## src/rtl/mux_pkg.sv

```systemverilog
// mux_pkg: shared state encoding, width helper and default sizes for the scanning mux
package mux_pkg;
   typedef enum logic {IDLE, SCAN} state_t;
   localparam int DEF_N = 8;
   localparam int DEF_W = 1;
   function automatic int clog2(input int v);
      int r = 0;
      while ((1 << r) < v) r++;
      return r;
   endfunction
endpackage

```

## src/rtl/mux_scan_n_if.sv

```systemverilog
// mux_scan_n_if: channel bank, control and valid/ready output bundle of mux_scan_n
interface mux_scan_n_if import mux_pkg::*; #(parameter int N = DEF_N, parameter int W = DEF_W);
   localparam int SELW = clog2(N);
   logic [N*W-1:0] in_data;
   logic mode;
   logic [SELW-1:0] sel;
   logic start;
   logic [N-1:0] ch_mask;
   logic [W-1:0] out_data;
   logic [SELW-1:0] out_ch;
   logic out_valid;
   logic out_ready;
   logic busy;
   logic done;
   modport master (output in_data, mode, sel, start, ch_mask, out_ready,
                   input out_data, out_ch, out_valid, busy, done);
   modport slave (input in_data, mode, sel, start, ch_mask, out_ready,
                  output out_data, out_ch, out_valid, busy, done);
endinterface

```

## src/rtl/mux_out_reg.sv

```systemverilog
// mux_out_reg: valid/ready holding register for one data+channel beat
module mux_out_reg #(parameter int W = 1, parameter int SELW = 3) (
   input  logic clk,
   input  logic rst_n,
   input  logic load,
   input  logic [W-1:0] d_data,
   input  logic [SELW-1:0] d_ch,
   input  logic ready,
   output logic [W-1:0] q_data,
   output logic [SELW-1:0] q_ch,
   output logic valid,
   output logic free
);
   assign free = !valid || ready;
   always_ff @(posedge clk) begin
      if (!rst_n) begin
         q_data <= '0;
         q_ch <= '0;
         valid <= 1'b0;
      end else if (free) begin
         valid <= load;
         if (load) begin
            q_data <= d_data;
            q_ch <= d_ch;
         end
      end
   end
endmodule

```

## src/rtl/mux_scan_n.sv

```systemverilog
// mux_scan_n: N-channel registered mux with manual select and handshaked scan; MUX_SCAN_SKIP_EN skips masked channels
module mux_scan_n import mux_pkg::*; #(parameter int N = DEF_N, parameter int W = DEF_W) (
   input logic clk,
   input logic rst_n,
   mux_scan_n_if.slave bus
);
   localparam int SELW = clog2(N);
   localparam logic [SELW-1:0] LAST = SELW'(N - 1);
   state_t state;
   logic [SELW-1:0] ptr, idx;
   logic [N-1:0][W-1:0] chans;
   logic [W-1:0] d_data;
   logic free, emit, load, step, last, pend;
   assign chans = bus.in_data;
`ifdef MUX_SCAN_SKIP_EN
   assign emit = bus.ch_mask[ptr];
`else
   logic unused_mask;
   assign unused_mask = ^bus.ch_mask;
   assign emit = 1'b1;
`endif
   // a skipped channel needs no register slot, so the pointer may advance while stalled
   always_comb begin
      idx = state == SCAN ? ptr : bus.sel;
      d_data = idx <= LAST ? chans[idx] : '0;
      load = free && (state == SCAN ? emit : !bus.mode);
      step = state == SCAN && (free || !emit);
      last = step && ptr == LAST;
   end
   mux_out_reg #(.W(W), .SELW(SELW)) u_out (
      .clk(clk),
      .rst_n(rst_n),
      .load(load),
      .d_data(d_data),
      .d_ch(idx),
      .ready(bus.out_ready),
      .q_data(bus.out_data),
      .q_ch(bus.out_ch),
      .valid(bus.out_valid),
      .free(free)
   );
   // pend: scan finished, done waits until the final beat leaves the register
   always_ff @(posedge clk) begin
      if (!rst_n) begin
         state <= IDLE;
         ptr <= '0;
         pend <= 1'b0;
         bus.busy <= 1'b0;
         bus.done <= 1'b0;
      end else begin
         if (state == IDLE && bus.mode && bus.start) begin
            state <= SCAN;
            ptr <= '0;
            bus.busy <= 1'b1;
         end else if (step) begin
            ptr <= last ? '0 : ptr + 1'b1;
            state <= last ? IDLE : SCAN;
            bus.busy <= !last;
         end
         if (last) begin
            pend <= emit || !free;
            bus.done <= !emit && free;
         end else begin
            pend <= pend && !free;
            bus.done <= pend && free;
         end
      end
   end
endmodule

```

## src/flat_wrapper.sv

```systemverilog
// flat-port wrapper written by rule: the top's interface ports become plain ports
module mux_scan_n_flat import mux_pkg::*;
#(parameter int N = DEF_N, parameter int W = DEF_W)
  (clk, rst_n, bus_in_data, bus_mode, bus_sel, bus_start, bus_ch_mask, bus_out_ready, bus_out_data, bus_out_ch, bus_out_valid, bus_busy, bus_done);
  mux_scan_n_if #(.N(N), .W(W)) bus_i ();
  input logic clk;
  input logic rst_n;
  input wire logic [$bits(bus_i.in_data)-1:0] bus_in_data;
  input wire logic [$bits(bus_i.mode)-1:0] bus_mode;
  input wire logic [$bits(bus_i.sel)-1:0] bus_sel;
  input wire logic [$bits(bus_i.start)-1:0] bus_start;
  input wire logic [$bits(bus_i.ch_mask)-1:0] bus_ch_mask;
  input wire logic [$bits(bus_i.out_ready)-1:0] bus_out_ready;
  output wire logic [$bits(bus_i.out_data)-1:0] bus_out_data;
  output wire logic [$bits(bus_i.out_ch)-1:0] bus_out_ch;
  output wire logic [$bits(bus_i.out_valid)-1:0] bus_out_valid;
  output wire logic [$bits(bus_i.busy)-1:0] bus_busy;
  output wire logic [$bits(bus_i.done)-1:0] bus_done;
  assign bus_i.in_data = bus_in_data;
  assign bus_i.mode = bus_mode;
  assign bus_i.sel = bus_sel;
  assign bus_i.start = bus_start;
  assign bus_i.ch_mask = bus_ch_mask;
  assign bus_i.out_ready = bus_out_ready;
  assign bus_out_data = bus_i.out_data;
  assign bus_out_ch = bus_i.out_ch;
  assign bus_out_valid = bus_i.out_valid;
  assign bus_busy = bus_i.busy;
  assign bus_done = bus_i.done;
  mux_scan_n #(.N(N), .W(W)) u_core (.clk(clk), .rst_n(rst_n), .bus(bus_i));
endmodule
```

## config.mk

```make
export PLATFORM = sky130hd
export DESIGN_NAME = mux_scan_n_flat
export DESIGN_NICKNAME = d
export VERILOG_FILES = /design/src/rtl/mux_pkg.sv /design/src/rtl/mux_scan_n_if.sv /design/src/rtl/mux_out_reg.sv /design/src/rtl/mux_scan_n.sv /design/src/flat_wrapper.sv
export SDC_FILE = /design/constraint.sdc
export NUM_CORES = 1
export LEC_CHECK = 0
export ABC_CLOCK_PERIOD_IN_PS = 1900
export CAP_MARGIN = 30
export CORE_UTILIZATION = 37
export CTS_CLUSTER_DIAMETER = 150
export DETAILED_ROUTE_END_ITERATION = 7
export GPL_TIMING_DRIVEN = 1
export PLACE_DENSITY = 0.86
export SYNTH_ARGS = -nofsm -noshare
export SYNTH_HDL_FRONTEND = slang
export SYNTH_SLANG_ARGS = --single-unit
```

## constraint.sdc

```tcl
create_clock -name clk -period 1.9 [get_ports clk]
set_clock_uncertainty 0.15 [all_clocks]
set_input_delay 0.285 -clock clk [delete_from_list [all_inputs] [get_ports clk]]
set_output_delay 0.285 -clock clk [all_outputs]
set_load 0.005 [all_outputs]
```

# == Word-level counts from Yosys, hierarchy flattened ==
# Cells that the tools add are included.
# Widths: inputs -> output; s select.
# classes
add_sub_neg,1
multipliers,0
div,0
n_lt_le_gt_ge,2
eq_ne,1
shifts,0
mux,12
bitwise,2
reduce_logical,16
# ops
operator,count
$mux 1,9
$logic_and 1x1->1,7
$mux 3,2
$logic_not 1->1,4
$lt 3x4->1 const B,1
$reduce_or 2->1,2
$add 3x1->3 const B,1
$bmux 1 s3,1
$eq 3x3->1 const B,1
$le 3x3->1 const B,1
$not 1->1,2
$reduce_and 2->1,1
$reduce_bool 2->1,1
$logic_or 1x1->1,1
# word_totals
regBits,12
latchBits,0
mem_bits_rw,0
romBits,0
input_bits,24
out_inout_bits,7
memories,0

# == Depth between registers and ports, before layout ==
# Gate-level depths: netlist (run 1).
# depth
depth_word,7
depth_mapped,6
ltp_nobuf,5

# == Modules after synthesis ==
# From an unflattened synthesis (run 1), not the netlist that was laid out.
# unflattened
hier_cells,76
hier_area_um2,650.6
# modules_own_cells
module,instances,cells_per_inst,area_each_um2,seq_area_each_um2
mux_scan_n,1,53,426.7,120.1
mux_out_reg,1,23,224.0,100.1

# == Worst setup path before layout (run 1) ==
# Ideal clock, no wire load.
# synth_path
kind,flip-flop to flip-flop
startpoint,register u_core.state
endpoint,register u_core.u_out.q_data
setup_ns,0.115
arrival_ns,1.444
required_ns,1.635
setup_slack_ns,0.192
stages_incl_launch_ff,7
path_buffers,1
synth_period_minus_slack_ns,1.708
cell_sequence,dfxtp_1 > buf_4 > nand2b_4 > nand2_1 > mux4_2 > nor3b_1 > o21a_1
# synth_between
elab_chain_len,4
# synth_rtl
element,line,text
start: declaration,mux_scan_n.sv:9,state_t state;
start signal: assignment,mux_scan_n.sv:57,state <= last ? IDLE : SCAN;
$mux 3,mux_scan_n.sv:24,idx = state == SCAN ? ptr : bus.sel;
$bmux 1 s3,mux_scan_n.sv:25,d_data = idx <= LAST ? chans[idx] : '0;
$mux 1 (implied by the code),mux_scan_n.sv:25,
$mux 1,mux_scan_n.sv:25,
end signal: assignment,mux_out_reg.sv:23,q_data <= d_data;
end: declaration,mux_out_reg.sv:9,"output logic [W-1:0] q_data,"
# Several ways; a longest one is shown, not always the timed one. The select of a mux whose other input is x is not followed.
# A chain may end at the register's enable or synchronous reset.

==> summary.md, run 1 <==
| Metric | Value |
|---|---|
| Status | `finished clean` |
| Period utilization | `94.2%` |
| Sw Ratio | `26.2%` |
| Post-synthesis net count | `96` |
| Register-to-Register Path Depth | `4` |
| Hold Path End | `u_core.pend$_SDFF_PN0_` |
| # port buffers | `22` |
| Vias in the first global route | `505` |
| Die X | `42.0 microns` |
| Area growth, synth to finish | `45.9%` |
| CP max stage delay | `0.51 ns` |
| Fin. max-slew vios | `0` |
| #FFs+latches synth | `11` |
| Setup crit end kind | `output pin` |
| Final Hold Fails | `0` |
| Vias per inst | `5.36` |
| GPL Wtd Cong | `0.804` |
| CP startpoint kind | `flip-flop` |
| Internal Pwr Total | `408 uW` |
| Clock sinks | `11` |
| Chip height | `42.0 microns` |
| Hpwl dp | `1080 microns` |
| Final Net Count | `122` |
| Slew Limit Headroom | `75.8%` |
| DP Worst Slack | `-0.182 ns` |
| Pleak | `0.000346 uW` |
| Avg WL per Cell | `12.3 microns` |
| Share of the synthesized area in the top cell type | `37.2%` |
| CP arrival | `1.36 ns` |
| Htree depth | `1` |
| Tot GR Track Use | `17.9%` |
| Worst Slack Setup Final | `0.110 ns` |
| DRC | `0` |
| RSZ-0062 raised after global routing | `no` |
| Initial drt markers | `10` |
| Worst EP required | `1.46 ns` |
| GRT overflow | `0` |
| Finish-stage setup viols | `0` |
| IO Pins | `31` |
| Worst hold slack | `0.313 ns` |
| Hold Crit Class | `flip-flop to flip-flop` |
| Tot Pwr | `552 uW` |
| Mapped Cells | `70` |
| Pwr Density | `640 nW/um^2` |
| Cell with the most instances after synthesis | `dfxtp_1` |
| Final antenna-violating net count | `0` |
| Post-CTS Hold Fix Bufs | `0` |
| Ys async rst share | `0%` |
| Worst R2R Start | `u_core.state$_SDFFE_PN0P_` |
| Setup TNS | `0 ns` |
| Synth warn | `0` |
| DR vias | `595` |
| Worst R2R End | `u_core.u_out.q_data$_SDFFE_PN0P_` |
| Cell taking the most area after synthesis | `dfxtp_1` |
| R2R setup slack | `0.23 ns` |
| Post-Layout Cell Count | `111` |
| Die area | `1760 sq um` |
| Fmax | `559 MHz` |
| Reg clk slew, reported paths | `0.07 ns` |
| Max VDD drop | `0.479 mV` |
| Core Rows | `14` |
| First drt pass iteration count | `6` |
| CTS root buf | `clkbuf_4` |
| Antenna violations before repair | `0` |
| Initial Utilization | `39.3%` |
| CP max FO | `13` |
| TritonCTS clock tree | `yes` |
| Top FF cell, synth | `dfxtp_1` |
| Post-synth top cells | `11 x dfxtp_1, 10 x nand2_1, 6 x nand3_1` |
| Clock Power Share | `29.9%` |
| Clock Tree Buf Depth | `2` |
| Dpl cells | `107` |
| Max cap viols | `0` |
| Fill count | `140` |
| Core ar. | `1510 sq um` |
| Reg area | `221 sq um` |
| Min-delay src | `u_core.pend$_SDFF_PN0_` |
| Netlist cell types | `25` |
| First-pass GRT wire length | `2250 microns` |
| WS Path Type | `flip-flop to output pin` |
| Hold path depth | `2` |
| Critical path cell sequence | `buf_4, clkdlybuf4s50_1` |
| Total Wirelength | `1370 microns` |
| Clock Latency Late Sink | `0.27 ns` |
| Multi-input gate area | `353 sq um` |
| Register area share after synthesis | `37.2%` |
| Antenna diode count | `0` |
| Switching Power | `145 uW` |
| Synth top area cells | `dfxtp_1 37%, nand2_1 6.3%, nand3_1 5.1%, a21oi_1 4.2%, ha_1 4.2%` |
| Gate power share | `24.2%` |
| Fin crit period | `1.79 ns` |
| Synthesized area | `592 sq um` |
| Power share of the sequential group | `45.9%` |
| Ratio of cells with drive above 1 in the final layout | `9.47%` |
| Critical path's slowest cell | `clkdlybuf4s50_1` |
| Number of synthesized flops with an enable pin | `0` |
| Pin slew with the least headroom to its limit | `0.353 ns` |
| Largest net degree at the start of global routing | `14` |
| Post-synthesis area per instance | `8.45 sq um` |
| Num CTS Buffers | `3` |
==> cell usage in the layout (no fill, tap or decap), drive strengths merged, types with 3 or more instances in the layout <==
cell type / count
dfxtp: 11
nand2b: 4
nand3: 6
o21ai: 3
nor2b: 3
clkbuf: 4
nor2: 5
a21boi: 3
clkdlybuf4s50: 22
buf: 3
nand2: 10
a21oi: 5
==> critical path, delay by kind of cell, from the launching register on <==
family | cells | cell delay, ns
buffers and inverters | 2 | 0.70
flip-flops | 1 | 0.38
==> final cells by class <==
cell class,instances,area share [%]
clock buffers,4,3.04
flip-flops and latches,11,25.7
multi-input cells,55,40.9
well taps,16,2.32
repair buffers,25,28.1
==> flip-flops by register name, indices dropped and copies added, names as in the netlist <==
signal and cells:
u_core.bus.done 1, u_core.u_out.valid 1, u_core.u_out.q_ch 3, u_core.ptr 3, u_core.state 1, u_core.pend 1, u_core.u_out.q_data 1
==> through the flow <==
stage | cell area [sq um] | utilization, %
finish | 863 | 57.3
global route | 863 | 57.3
floorplan | 592 | -
detailed placement | 836 | 55.5
global placement | 836 | 55.5
CTS | 862 | 57.2
==> worst max path at each step <==
stage | endpoint | start | slack, ns
after floorplan | u_core.u_out.q_data$_SDFFE_PN0P_ | u_core.state$_SDFFE_PN0P_ | 0.19
after global placement | u_core.u_out.q_data$_SDFFE_PN0P_ | bus_sel[1] | -0.14
after detailed placement | u_core.u_out.q_data$_SDFFE_PN0P_ | bus_sel[1] | -0.18
after CTS | bus_busy | u_core.state$_SDFFE_PN0P_ | 0.02
after global routing | bus_busy | u_core.state$_SDFFE_PN0P_ | 0.04
final | bus_busy | u_core.state$_SDFFE_PN0P_ | 0.11
==> layer usage <==
layer	GRT usage, %	up-vias	wire length (microns)	part of all wire, %
li1	-	299	-	-
met1	19.3	270	556	41
met2	28.1	24	691	51
met3	9.05	2	101	7.4
met4	10.3	0	17	1.2
met5	0	-	0	0
==> power by group through the flow <==
stage               Combinational, uW  Clock, uW  Sequential, uW
finish                            133        165             254
global route                      147        184             256
CTS                               135        174             253
detailed placement                133          0             259
global placement                  130          0             258
floorplan                        63.4          0             258
==> timing repair <==
item                       4_1_cts  5_1_grt
resized for setup                0        1
setup endpoints to repair        0        2
buffers inserted                 0        0
==> cells by family (layout without fill, tap and decap cells) <==
family / after synthesis / after routing / synth area share [%]
buffers and inverters: 4 / 29 / 3.17
flip-flops: 11 / 11 / 37.2
AND/OR/NAND/NOR: 32 / 32 / 27.9
adder cells (fa/ha/maj): 2 / 2 / 4.23
multiplexers: 2 / 2 / 5.50
XOR/XNOR: 1 / 1 / 1.48
AO/OA/AOI/OAI: 18 / 18 / 20.5
Note: power is estimated with default switching activity, not from simulation.
==> inputs of run 2 (changes only) <==
Settings changed: CELL_PAD_IN_SITES_DETAIL_PLACEMENT set to 0, CELL_PAD_IN_SITES_GLOBAL_PLACEMENT set to 1, CORE_ASPECT_RATIO set to 1.75, CORE_UTILIZATION 37 to 26.
==> summary.md, run 2 (synthesis gave the netlist of run 1 again) <==
| Metric | Value |
|---|---|
| CP arrival | `1.37 ns` |
| Finish-stage setup viols | `0` |
| Area growth, synth to finish | `48.8%` |
| Worst EP required | `1.46 ns` |
| GRT overflow | `0` |
| CTS root buf | `clkbuf_4` |
| Chip height | `65.1 microns` |
| Post-CTS Hold Fix Bufs | `0` |
| Pin slew with the least headroom to its limit | `0.396 ns` |
| Total Wirelength | `1290 microns` |
| Top Registers | `u_core.ptr: 3 flops, u_core.u_out.q_ch: 3 flops` |
| Initial Utilization | `27.9%` |
| WS Path Type | `flip-flop to output pin` |
| Worst R2R Start | `u_core.state$_SDFFE_PN0P_` |
| Pwr Density | `618 nW/um^2` |
| First drt pass iteration count | `4` |
| Htree depth | `1` |
| Worst hold slack | `0.321 ns` |
| Critical path origin | `u_core.state$_SDFFE_PN0P_` |
| Setup crit end kind | `output pin` |
| Pleak | `0.000351 uW` |
| CP startpoint kind | `flip-flop` |
| Die X | `38.1 microns` |
| First-pass GRT wire length | `2130 microns` |
| Worst Slack Setup Final | `0.0930 ns` |
| Final Hold Fails | `0` |
| Crit path max-delay family | `buffers and inverters` |
| IO Pins | `31` |
| Clock sinks | `11` |
| RSZ-0062 raised after global routing | `no` |
| Tot Pwr | `544 uW` |
| Critical path cell sequence | `buf_4, clkdlybuf4s50_1` |
| Final antenna-violating net count | `0` |
| Most common cell after layout, fill and taps aside | `clkdlybuf4s50_1` |
| Fill count | `223` |
| Max VDD drop | `0.279 mV` |
| Hold Crit Class | `flip-flop to flip-flop` |
| Num CTS Buffers | `3` |
| Buffers plus inverters on the worst setup path | `2` |
| DP Worst Slack | `-0.140 ns` |
| Clock Latency Late Sink | `0.26 ns` |
| Post-Layout Cell Count | `120` |
| Fin area | `881 sq um` |
| TritonCTS clock tree | `yes` |
| Antenna violations before repair | `0` |
| Vias per inst | `5.01` |
| GPL Wtd Cong | `0.708` |
| Reg clk slew, reported paths | `0.07 ns` |
| DR vias | `601` |
| Antenna diode count | `0` |
| Fin. max-slew vios | `0` |
| Final Net Count | `123` |
| Most frequent cells in the layout | `22 x clkdlybuf4s50_1, 10 x nand2_1, 10 x dfxtp_1` |
| Hpwl dp | `1040 microns` |
| Fin crit period | `1.81 ns` |
| CP max stage delay | `0.50 ns` |
| Min-delay src | `u_core.pend$_SDFF_PN0_` |
| Initial drt markers | `7` |
| Largest net degree at the start of global routing | `10` |
| # port buffers | `22` |
| Slew Limit Headroom | `73.4%` |
| Period utilization | `95.1%` |
| Core ar. | `2120 sq um` |
| Avg WL per Cell | `10.7 microns` |
| Die area | `2480 sq um` |
| Critical path's slowest cell | `clkdlybuf4s50_1` |
| DRC | `0` |
| Vias in the first global route | `538` |
| Post-DP Area | `853 sq um` |
| Fmax | `553 MHz` |
| Clock Tree Buf Depth | `2` |
| Core Rows | `22` |
| Tot GR Track Use | `11.8%` |
| Status | `finished clean` |
| Max cap viols | `0` |
| CP max FO | `9` |
| Ratio of cells with drive above 1 in the final layout | `10.4%` |
| Dpl cells | `116` |
[run 2: final timing paths]
path	slack (ns)	cells after the start	endpoint
worst min register to register	0.32	2	u_core.pend$_SDFF_PN0_
worst max-delay path	0.09	2	bus_busy
worst max register to register	0.16	4	u_core.u_out.q_data$_SDFFE_PN0P_
worst min-delay path	0.32	2	u_core.pend$_SDFF_PN0_
[run 2: worst register-to-register path, cell delays in order, from the launching register on]
cell,delay [ns]
dfxtp_2,0.43
mux2i_1,0.38
mux4_2,0.36
nor3b_1,0.15
o21a_1,0.18
[run 2: power breakdown]
group,total (uW),internal (uW),switching [uW]
sequential,255,244,11.1
clock,156,81.1,74.9
combinational,133,84.0,48.9
total,544,409,135
[run 2: per-stage QoR]
step | util [%] | setup TNS (ns)
after global routing | 41.6 | 0
after detailed placement | 40.3 | -0.140
after CTS | 41.6 | 0
after global placement | 40.3 | -0.135
final | 41.6 | 0
after floorplan | - | 0
[run 2: area by class of cell]
cell class,instances,area (sq um),share of cell area [%]
multi-input cells,55,353,40.1
repair buffers,26,250,28.4
flip-flops and latches,11,221,25.1
clock buffers,4,26.3,2.98
well taps,24,30.0,3.41
[run 2: timing repair]
item                                    4_1_cts  5_1_grt
resized for setup                             1        0
hold endpoints to repair                      0        0
endpoints found under the setup margin        1        0
setup buffers                                 0        0
[run 2: metal layers]
metal | GRT usage, % | part of all wire [%]
met2 | 17.8 | 50
met1 | 14.7 | 42
met3 | 1.01 | 5.4
met4 | 9.38 | 2.3
met5 | 0 | 0
